$ cat src/rtl/reg_file_2r1w.sv
// ---------------------------------------------------------------------------
// reg_file_2r1w
//   32 x 64-bit architectural register file for the pipelined LEGv8 datapath.
//   Two combinational read ports, one synchronous write port. Register 31
//   (XZR) is hardwired to zero and has no storage flops.
//
//   Optional feature (macro REG_FILE_BYPASS_EN):
//     defined   - write-through bypass: a read of the register being written
//                 this cycle returns wr_data before the edge.
//     undefined - reads always return the stored value; a same-cycle write is
//                 visible only after the rising edge.
//
// Ports:
//   clk        in   clock, all state updates on the rising edge
//   reset_n    in   asynchronous active-low reset (clears registers, wr_count)
//   wr_en      in   write enable from writeback
//   wr_addr    in   [4:0] destination register index
//   wr_data    in   [WIDTH-1:0] write data
//   rd_addr_a  in   [4:0] read port A index
//   rd_addr_b  in   [4:0] read port B index
//   rd_data_a  out  [WIDTH-1:0] read port A data (combinational)
//   rd_data_b  out  [WIDTH-1:0] read port B data (combinational)
//   wr_count   out  [7:0] saturating count of committed writes
// ---------------------------------------------------------------------------
`timescale 1ns/1ps

module reg_file_2r1w #(
    parameter int unsigned WIDTH    = 64,
    parameter int unsigned NREGS    = 32,
    parameter int unsigned ZERO_REG = 31
) (
    input  logic             clk,
    input  logic             reset_n,
    input  logic             wr_en,
    input  logic [4:0]       wr_addr,
    input  logic [WIDTH-1:0] wr_data,
    input  logic [4:0]       rd_addr_a,
    input  logic [4:0]       rd_addr_b,
    output logic [WIDTH-1:0] rd_data_a,
    output logic [WIDTH-1:0] rd_data_b,
    output logic [7:0]       wr_count
);

    localparam logic [4:0] ZeroAddr = 5'(ZERO_REG);

    // -----------------------------------------------------------------------
    // Write decoder: 2:4 on addr[4:3] and 3:8 on addr[2:0], ANDed with wr_en.
    // -----------------------------------------------------------------------
    logic [3:0]       dec_hi;
    logic [7:0]       dec_lo;
    logic [NREGS-1:0] wr_sel;
    logic             wr_commit;

    always_comb begin
        dec_hi = '0;
        dec_lo = '0;
        dec_hi[wr_addr[4:3]] = 1'b1;
        dec_lo[wr_addr[2:0]] = 1'b1;
        for (int i = 0; i < int'(NREGS); i++) begin
            wr_sel[i] = wr_en & dec_hi[i / 8] & dec_lo[i % 8];
        end
        // XZR has no storage, so its select line is simply never used.
        wr_sel[ZERO_REG] = 1'b0;
    end

    assign wr_commit = wr_en & (wr_addr != ZeroAddr);

    // -----------------------------------------------------------------------
    // Storage: per-register flops with a recirculating enable mux.
    // -----------------------------------------------------------------------
    logic [WIDTH-1:0] regs [NREGS];

    for (genvar g = 0; g < int'(NREGS); g++) begin : g_reg
        if (g == int'(ZERO_REG)) begin : g_zero
            assign regs[g] = '0;
        end else begin : g_flop
            logic [WIDTH-1:0] reg_q;
            logic [WIDTH-1:0] reg_d;

            assign reg_d = wr_sel[g] ? wr_data : reg_q;

            always_ff @(posedge clk or negedge reset_n) begin
                if (!reset_n) begin
                    reg_q <= '0;
                end else begin
                    reg_q <= reg_d;
                end
            end

            assign regs[g] = reg_q;
        end
    end

    // -----------------------------------------------------------------------
    // Read mux trees: 4:1 on addr[1:0], 4:1 on addr[3:2], 2:1 on addr[4].
    // -----------------------------------------------------------------------
    logic [WIDTH-1:0] lvl1_a [8];
    logic [WIDTH-1:0] lvl1_b [8];
    logic [WIDTH-1:0] lvl2_a [2];
    logic [WIDTH-1:0] lvl2_b [2];
    logic [WIDTH-1:0] stored_a;
    logic [WIDTH-1:0] stored_b;

    always_comb begin
        for (int j = 0; j < 8; j++) begin
            lvl1_a[j] = regs[{j[2:0], rd_addr_a[1:0]}];
            lvl1_b[j] = regs[{j[2:0], rd_addr_b[1:0]}];
        end
        for (int k = 0; k < 2; k++) begin
            lvl2_a[k] = lvl1_a[{k[0], rd_addr_a[3:2]}];
            lvl2_b[k] = lvl1_b[{k[0], rd_addr_b[3:2]}];
        end
        stored_a = lvl2_a[rd_addr_a[4]];
        stored_b = lvl2_b[rd_addr_b[4]];
    end

`ifdef REG_FILE_BYPASS_EN
    // Write-through: a committed write to the addressed register wins over
    // the stored word so the consumer sees it before the edge.
    logic hit_a;
    logic hit_b;

    assign hit_a     = wr_commit & (rd_addr_a == wr_addr);
    assign hit_b     = wr_commit & (rd_addr_b == wr_addr);
    assign rd_data_a = hit_a ? wr_data : stored_a;
    assign rd_data_b = hit_b ? wr_data : stored_b;
`else
    assign rd_data_a = stored_a;
    assign rd_data_b = stored_b;
`endif

    // -----------------------------------------------------------------------
    // Saturating committed-write counter.
    // -----------------------------------------------------------------------
    logic [7:0] count_q;
    logic [7:0] count_d;

    always_comb begin
        count_d = count_q;
        if (wr_commit && (count_q != 8'hFF)) begin
            count_d = count_q + 8'd1;
        end
    end

    always_ff @(posedge clk or negedge reset_n) begin
        if (!reset_n) begin
            count_q <= '0;
        end else begin
            count_q <= count_d;
        end
    end

    assign wr_count = count_q;

endmodule

$ cat config.mk
export PLATFORM = sky130hd
export DESIGN_NAME = reg_file_2r1w
export DESIGN_NICKNAME = d
export VERILOG_FILES = /design/src/rtl/reg_file_2r1w.sv
export SDC_FILE = /design/constraint.sdc
export NUM_CORES = 2
export LEC_CHECK = 0
export BUFFER_PORTS_ARGS = -buffer_cell sky130_fd_sc_hd__buf_4
export CORE_MARGIN = 2
export CORE_UTILIZATION = 39
export CTS_CLUSTER_SIZE = 12
export DETAILED_ROUTE_END_ITERATION = 6
export HOLD_SLACK_MARGIN = 0.05
export RECOVER_POWER = 25
export SLEW_MARGIN = 20
export SYNTH_ARGS = -nofsm -noshare
export SYNTH_HDL_FRONTEND = slang
export SYNTH_SLANG_ARGS = --single-unit
$ cat constraint.sdc
create_clock -name clk -period 3.6 [get_ports clk]
set_input_delay 0.18 -clock clk [delete_from_list [all_inputs] [get_ports clk]]
set_output_delay 0.18 -clock clk [all_outputs]
set_load 0.02 [all_outputs]
Yosys cells after proc, flatten, opt, wreduce, memory -nomap -nowiden
Index checks and enable logic that the tools add are counted.
{"block": "word_totals", "out_inout_bits": 136, "wordCells": 192, "ff_bits": 1992}
{"block": "op_classes", "n_bitwise": 58, "mux": 70, "n_addsub": 1, "n_reduce_logical": 3, "order_cmp": 26, "eq_ne": 2}
{"operator": "$bmux 64 s5", "count": 16}
{"operator": "$mux 64", "count": 46}
{"operator": "$bmux 64 s3", "count": 4}
{"operator": "$ge 6x6->1 const B", "count": 16}
{"operator": "$not 5->6", "count": 8}
{"operator": "$and 1x1->1", "count": 36}
{"operator": "$not 4->6", "count": 4}
{"operator": "$ge 4x4->1 const B", "count": 4}
{"operator": "$not 2->6", "count": 2}
{"operator": "$not 3->6", "count": 2}
{"operator": "$add 8x1->8 const B", "count": 1}
{"operator": "$ne 8x8->1 const B", "count": 1}
{"operator": "$not 2->4", "count": 2}
{"operator": "$not 3->4", "count": 2}
{"operator": "$ne 5x5->1 const B", "count": 1}
{"operator": "$ge 2x2->1 const B", "count": 2}
{"operator": "$lt 3x4->1 const B", "count": 1}
{"operator": "$not 1->2", "count": 2}
{"operator": "$demux 1 s3", "count": 1}
{"operator": "$ge 3x1->1 const B", "count": 1}
{"operator": "$logic_and 1x1->1", "count": 3}
{"operator": "$lt 2x3->1 const B", "count": 1}
{"operator": "$demux 1 s2", "count": 1}
{"operator": "$ge 2x1->1 const B", "count": 1}
{"operator": "$mux 1", "count": 2}

Logic depth before layout (Yosys ltp)
{"block": "logic_depth", "depth_word": 10, "mapped_depth": 9, "depth_no_buf": 6}

Least setup slack after synthesis
OpenSTA, ideal clock, no wires.
{"block": "synth_path", "path_type": "input port to output port", "start": "in rd_addr_a[1]", "end": "out rd_data_a[39]", "required_time_ps": 3420, "stages": 8, "slack_ps": 1360, "arrival_ps": 2060, "path_buffers": 4, "cell_sequence": "buf_2 buf_4 buf_2 clkbuf_1 a211oi_1 o31ai_1 a21oi_1 nor4_1"}
{"block": "synth_via", "elab_chain_cells": 10, "elab_cells_between_ends": 41, "cone_classes": "mux (33); bitwise (8)"}
{"item": "start: declaration", "line": "37", "source": "input logic [4:0] rd_addr_a,"}
{"item": "$not 5->6 (implied by the code) (tied with other cells)", "line": "106", "source": "lvl1_a[j] = regs[{j[2:0], rd_addr_a[1:0]}];"}
{"item": "$bmux 64 s5", "line": "106"}
{"item": "$mux 64 (implied by the code) (2 in a row)", "line": "106"}
{"item": "$bmux 64 s3", "line": "110", "source": "lvl2_a[k] = lvl1_a[{k[0], rd_addr_a[3:2]}];"}
{"item": "$mux 64 (implied by the code) (2 in a row)", "line": "110"}
{"item": "$mux 64 (implied by the code) * (3 in a row)", "line": "113", "source": "stored_a = lvl2_a[rd_addr_a[4]];"}
{"item": "end: declaration", "line": "39", "source": "output logic [WIDTH-1:0] rd_data_a,"}
Every way passes the cells marked *; elsewhere a longest branch is shown, timed or not. The select of a mux whose other input is x is not followed.

Final worst setup path
{"block": "layout_path", "start": "in rd_addr_a[0]", "end": "out rd_data_a[36]"}
The elaborated chain is that of the path after synthesis.

==> results_dict.tcl <==
set metrics [dict create \
    outcome "complete, but fails checks" \
    failed_checks "capacitance limit, slew limit" \
    crit_path_top_delay_cell "nor4_1" \
    ir_drop_v 0.0004179 \
    portBuffers 217 \
    cp_common_cell "buf_4" \
    drt_first_pass_iters 7 \
    io_pins 218 \
    layout-drive-gt1-share_pct 50.10 \
    place.gp.congestion 0.8200 \
    syn2layout_area_growth_pct 14.48 \
    synth-seq-area-share_pct 46.65 \
    path_delay_family "simple AND/OR/NAND/NOR gates" \
    p_per_area_nw_per_um2 558.6 \
    grt_overflow 0 \
    end_kind "primary output" \
    grt_pass1_wl_um 528100 \
    place_area_um2 114100 \
    cp.required_ns 3.42 \
    maxSlewHeadroom_pct -117.7 \
    ys_warn_count 0 \
    postCtsSetupBuffers 0 \
    final_cell_mix "mux2_2 (2,261), dfrtp_1 (1,992), mux4_2 (641)" \
    cts_resized 0 \
    synth_top_area_share_pct 46.65 \
    drt_wl_total_um 362400 \
    timing.final.crit_share_pct 92.75 \
    fmax_ghz 0.2995 \
    worst_clock_skew_ns 0.002496 \
    die_h_um 527.5 \
    start_kind "input pin" \
    netlist_area_um2 106900 \
    crit_buf_inv 5 \
    ant_nets 0 \
    yosys_register_bits 1992 \
    cts_sinks 1992 \
    design.die.area_um2 278200 \
    layout.nets 7641 \
    hold_path_class "in -> reg" \
    finish.instance_area_um2 122300 \
    vias 70653 \
    setup_viol 0 \
    wl_per_cell_um 31.98 \
    seqPwrFrac_pct 44.1 \
    grt_max_degree 141 \
    finalMaxSlewViolations 14 \
    pwr-share-comb_pct 21.4 \
    syn_inst 7487 \
    finalNonFillerCells 11332 \
    arrival_ns 3.16 \
    remaining_drc_errors 0 \
    grt_pass1_vias 73313 \
    post_synth.cell_area_avg_um2 14.27 \
    layout_commonest_cell "mux2_2" \
    layout_min_cycle_time_ns 3.339 \
    power_switching_uw 19120 \
    rows 192 \
    finalSetupTns_ns 0 \
    initialDrtViolationCount 6301 \
    leakagePower_uw 0.05337 \
    p_int_uw 49220 \
    numCtsBuffers 225 \
    power_switching_share_pct 27.98 \
    core_um2 273100 \
    start_util_pct 39.12 \
    clk_pin_slew_ns 0.06 \
    die_w_um 527.5 \
    worstReg2RegStart "wr_count[0]$_DFFE_PN0P_" \
    crit_start "rd_addr_a[0]" \
    rsz0062_at_grt "no" \
    critPathKind "in -> out" \
    via_per_inst 6.235 \
    grt_use_total_pct 25.70 \
    cts_buffer_depth 4 \
    hp-start "wr_addr[0]" \
    cts_hold_buf 69 \
    dp_cells 10851 \
    cp_slowest_stage_delay_ns 0.71 \
    cts_root_buffer "clkbuf_16" \
    netlist_top_cells_area "dfrtp_1 (47%), mux2_2 (24%), mux4_2 (14%), mux2i_1 (4.7%), buf_2 (1.5%)" \
    hold_viol 0 \
    antenna_found_initial 29 \
    insertion_delay_ns 0.91 \
    max_slew.worst_pin.slew_ns 3.266 \
    synth_top_cell_by_area "dfrtp_1" \
    cap_viol_max_count 1 \
    p_clk_share_pct 34.5 \
    htreeDepth 4 \
    worstPathCellList "buf_8, nand2b_4, buf_12, buf_4, o22ai_1, o31ai_1, a21oi_1, nor4_1, buf_4, buf_4" \
    cts_tree "yes" \
    crit_fanout 21 \
    synth_fp_nets 7570 \
    post-dp-hpwl_um 214200 \
    yosysUniqueCellTypes 48 \
]
==> cell usage after synthesis, drive strengths merged <==
library cell,n
mux2,2302
dfrtp,1992
mux4,641
mux2i,507
buf,414
clkbuf,381
a21oi,190
o22ai,189
nand2,90
nor2,85
nor2b,74
a211oi,67
a21o,66
o21ai,65
o31ai,64
a221o,63
o2bb2ai,63
a22oi,62
nor4,62
o211ai,62
nand3,5
xnor2,5
nand2b,4
nand3b,4
nor3b,4
or2,4
nor3,3
a221oi,2
nand4,2
o2111a,2
o221ai,2
o22a,2
xor2,2
a2111oi,1
and3,1
and3b,1
ha,1
inv,1
or3,1
or3b,1
==> state kept, by name, indices dropped and copies added (netlist names) <==
signal and count:
g.g_flop.reg_q 1984, wr_count 8
==> final cells by class <==
| cell class | count | area, um2 |
|---|---|---|
| multi-input cells | 4699 | 53850 |
| fillers | 24001 | 150800 |
| well taps | 3589 | 4491 |
| inverters | 1 | 3.754 |
| clock inverters | 51 | 648.1 |
| clock buffers | 352 | 6883 |
| flip-flops and latches | 1992 | 49850 |
| diodes | 9 | 22.52 |
| repair buffers | 639 | 6590 |
==> worst paths after layout <==
check,slack [ns],end,cells after the start
min in group asynchronous,2.16,g_reg[10].g_flop.reg_q[63]$_DFFE_PN0P_,3
min,0.20,g_reg[10].g_flop.reg_q[12]$_DFFE_PN0P_,4
max reg2reg,1.74,wr_count[5]$_DFFE_PN0P_,7
max,0.26,rd_data_a[36],10
min reg2reg,0.51,g_reg[5].g_flop.reg_q[45]$_DFFE_PN0P_,1
max in group asynchronous,0.39,g_reg[6].g_flop.reg_q[2]$_DFFE_PN0P_,4
==> stage by stage <==
step | setup slack (ns) | hold slack [ns] | util (%) | total power [uW]
detailed placement | 0.3905 | 0.1590 | 41.78 | 44910
floorplan | 1.360 | -0.1156 | - | 39910
global route | 0.1325 | 0.1646 | 44.78 | 71230
global placement | 0.08317 | 0.1620 | 41.78 | 44330
finish | 0.2609 | 0.1975 | 44.79 | 68340
CTS | 0.3634 | 0.1451 | 44.80 | 68680
==> per-layer routing <==
metal  share of wire [%]  track usage [%]  routed length, um
met1                  42            35.77             154000
met2                  46            40.29             167400
met3                 7.7            5.155              27930
met4                 3.5            8.089              12860
met5               0.055                0                199
==> power by group through the flow <==
stage               clock network [uW]  registers (uW)  logic (uW)
floorplan                            0           29300       10700
global placement                     0           30200       14200
detailed placement                   0           30400       14500
CTS                              24000           30000       14600
global route                     24900           30700       15600
finish                           23600           30100       14600
==> cell families after synthesis <==
group / after synthesis / synth area share [%]
buf+inv: 796 / 3.371
mux: 3450 / 42.52
flops: 1992 / 46.65
xor+xnor: 7 / 0.05737
fa+ha+maj: 1 / 0.01171
compound gates: 900 / 5.741
simple gates: 341 / 1.654
==> worst reg2reg max path, cell delays in order, from the launching register on <==
cell and delay (ns):
dfrtp_1 0.41, ha_1 0.24, nand3_1 0.29, o221ai_1 0.15
buf_4 0.20, nor2_1 0.19, nand3_1 0.12, xnor2_1 0.14
Power figures use the tool's default switching activity.
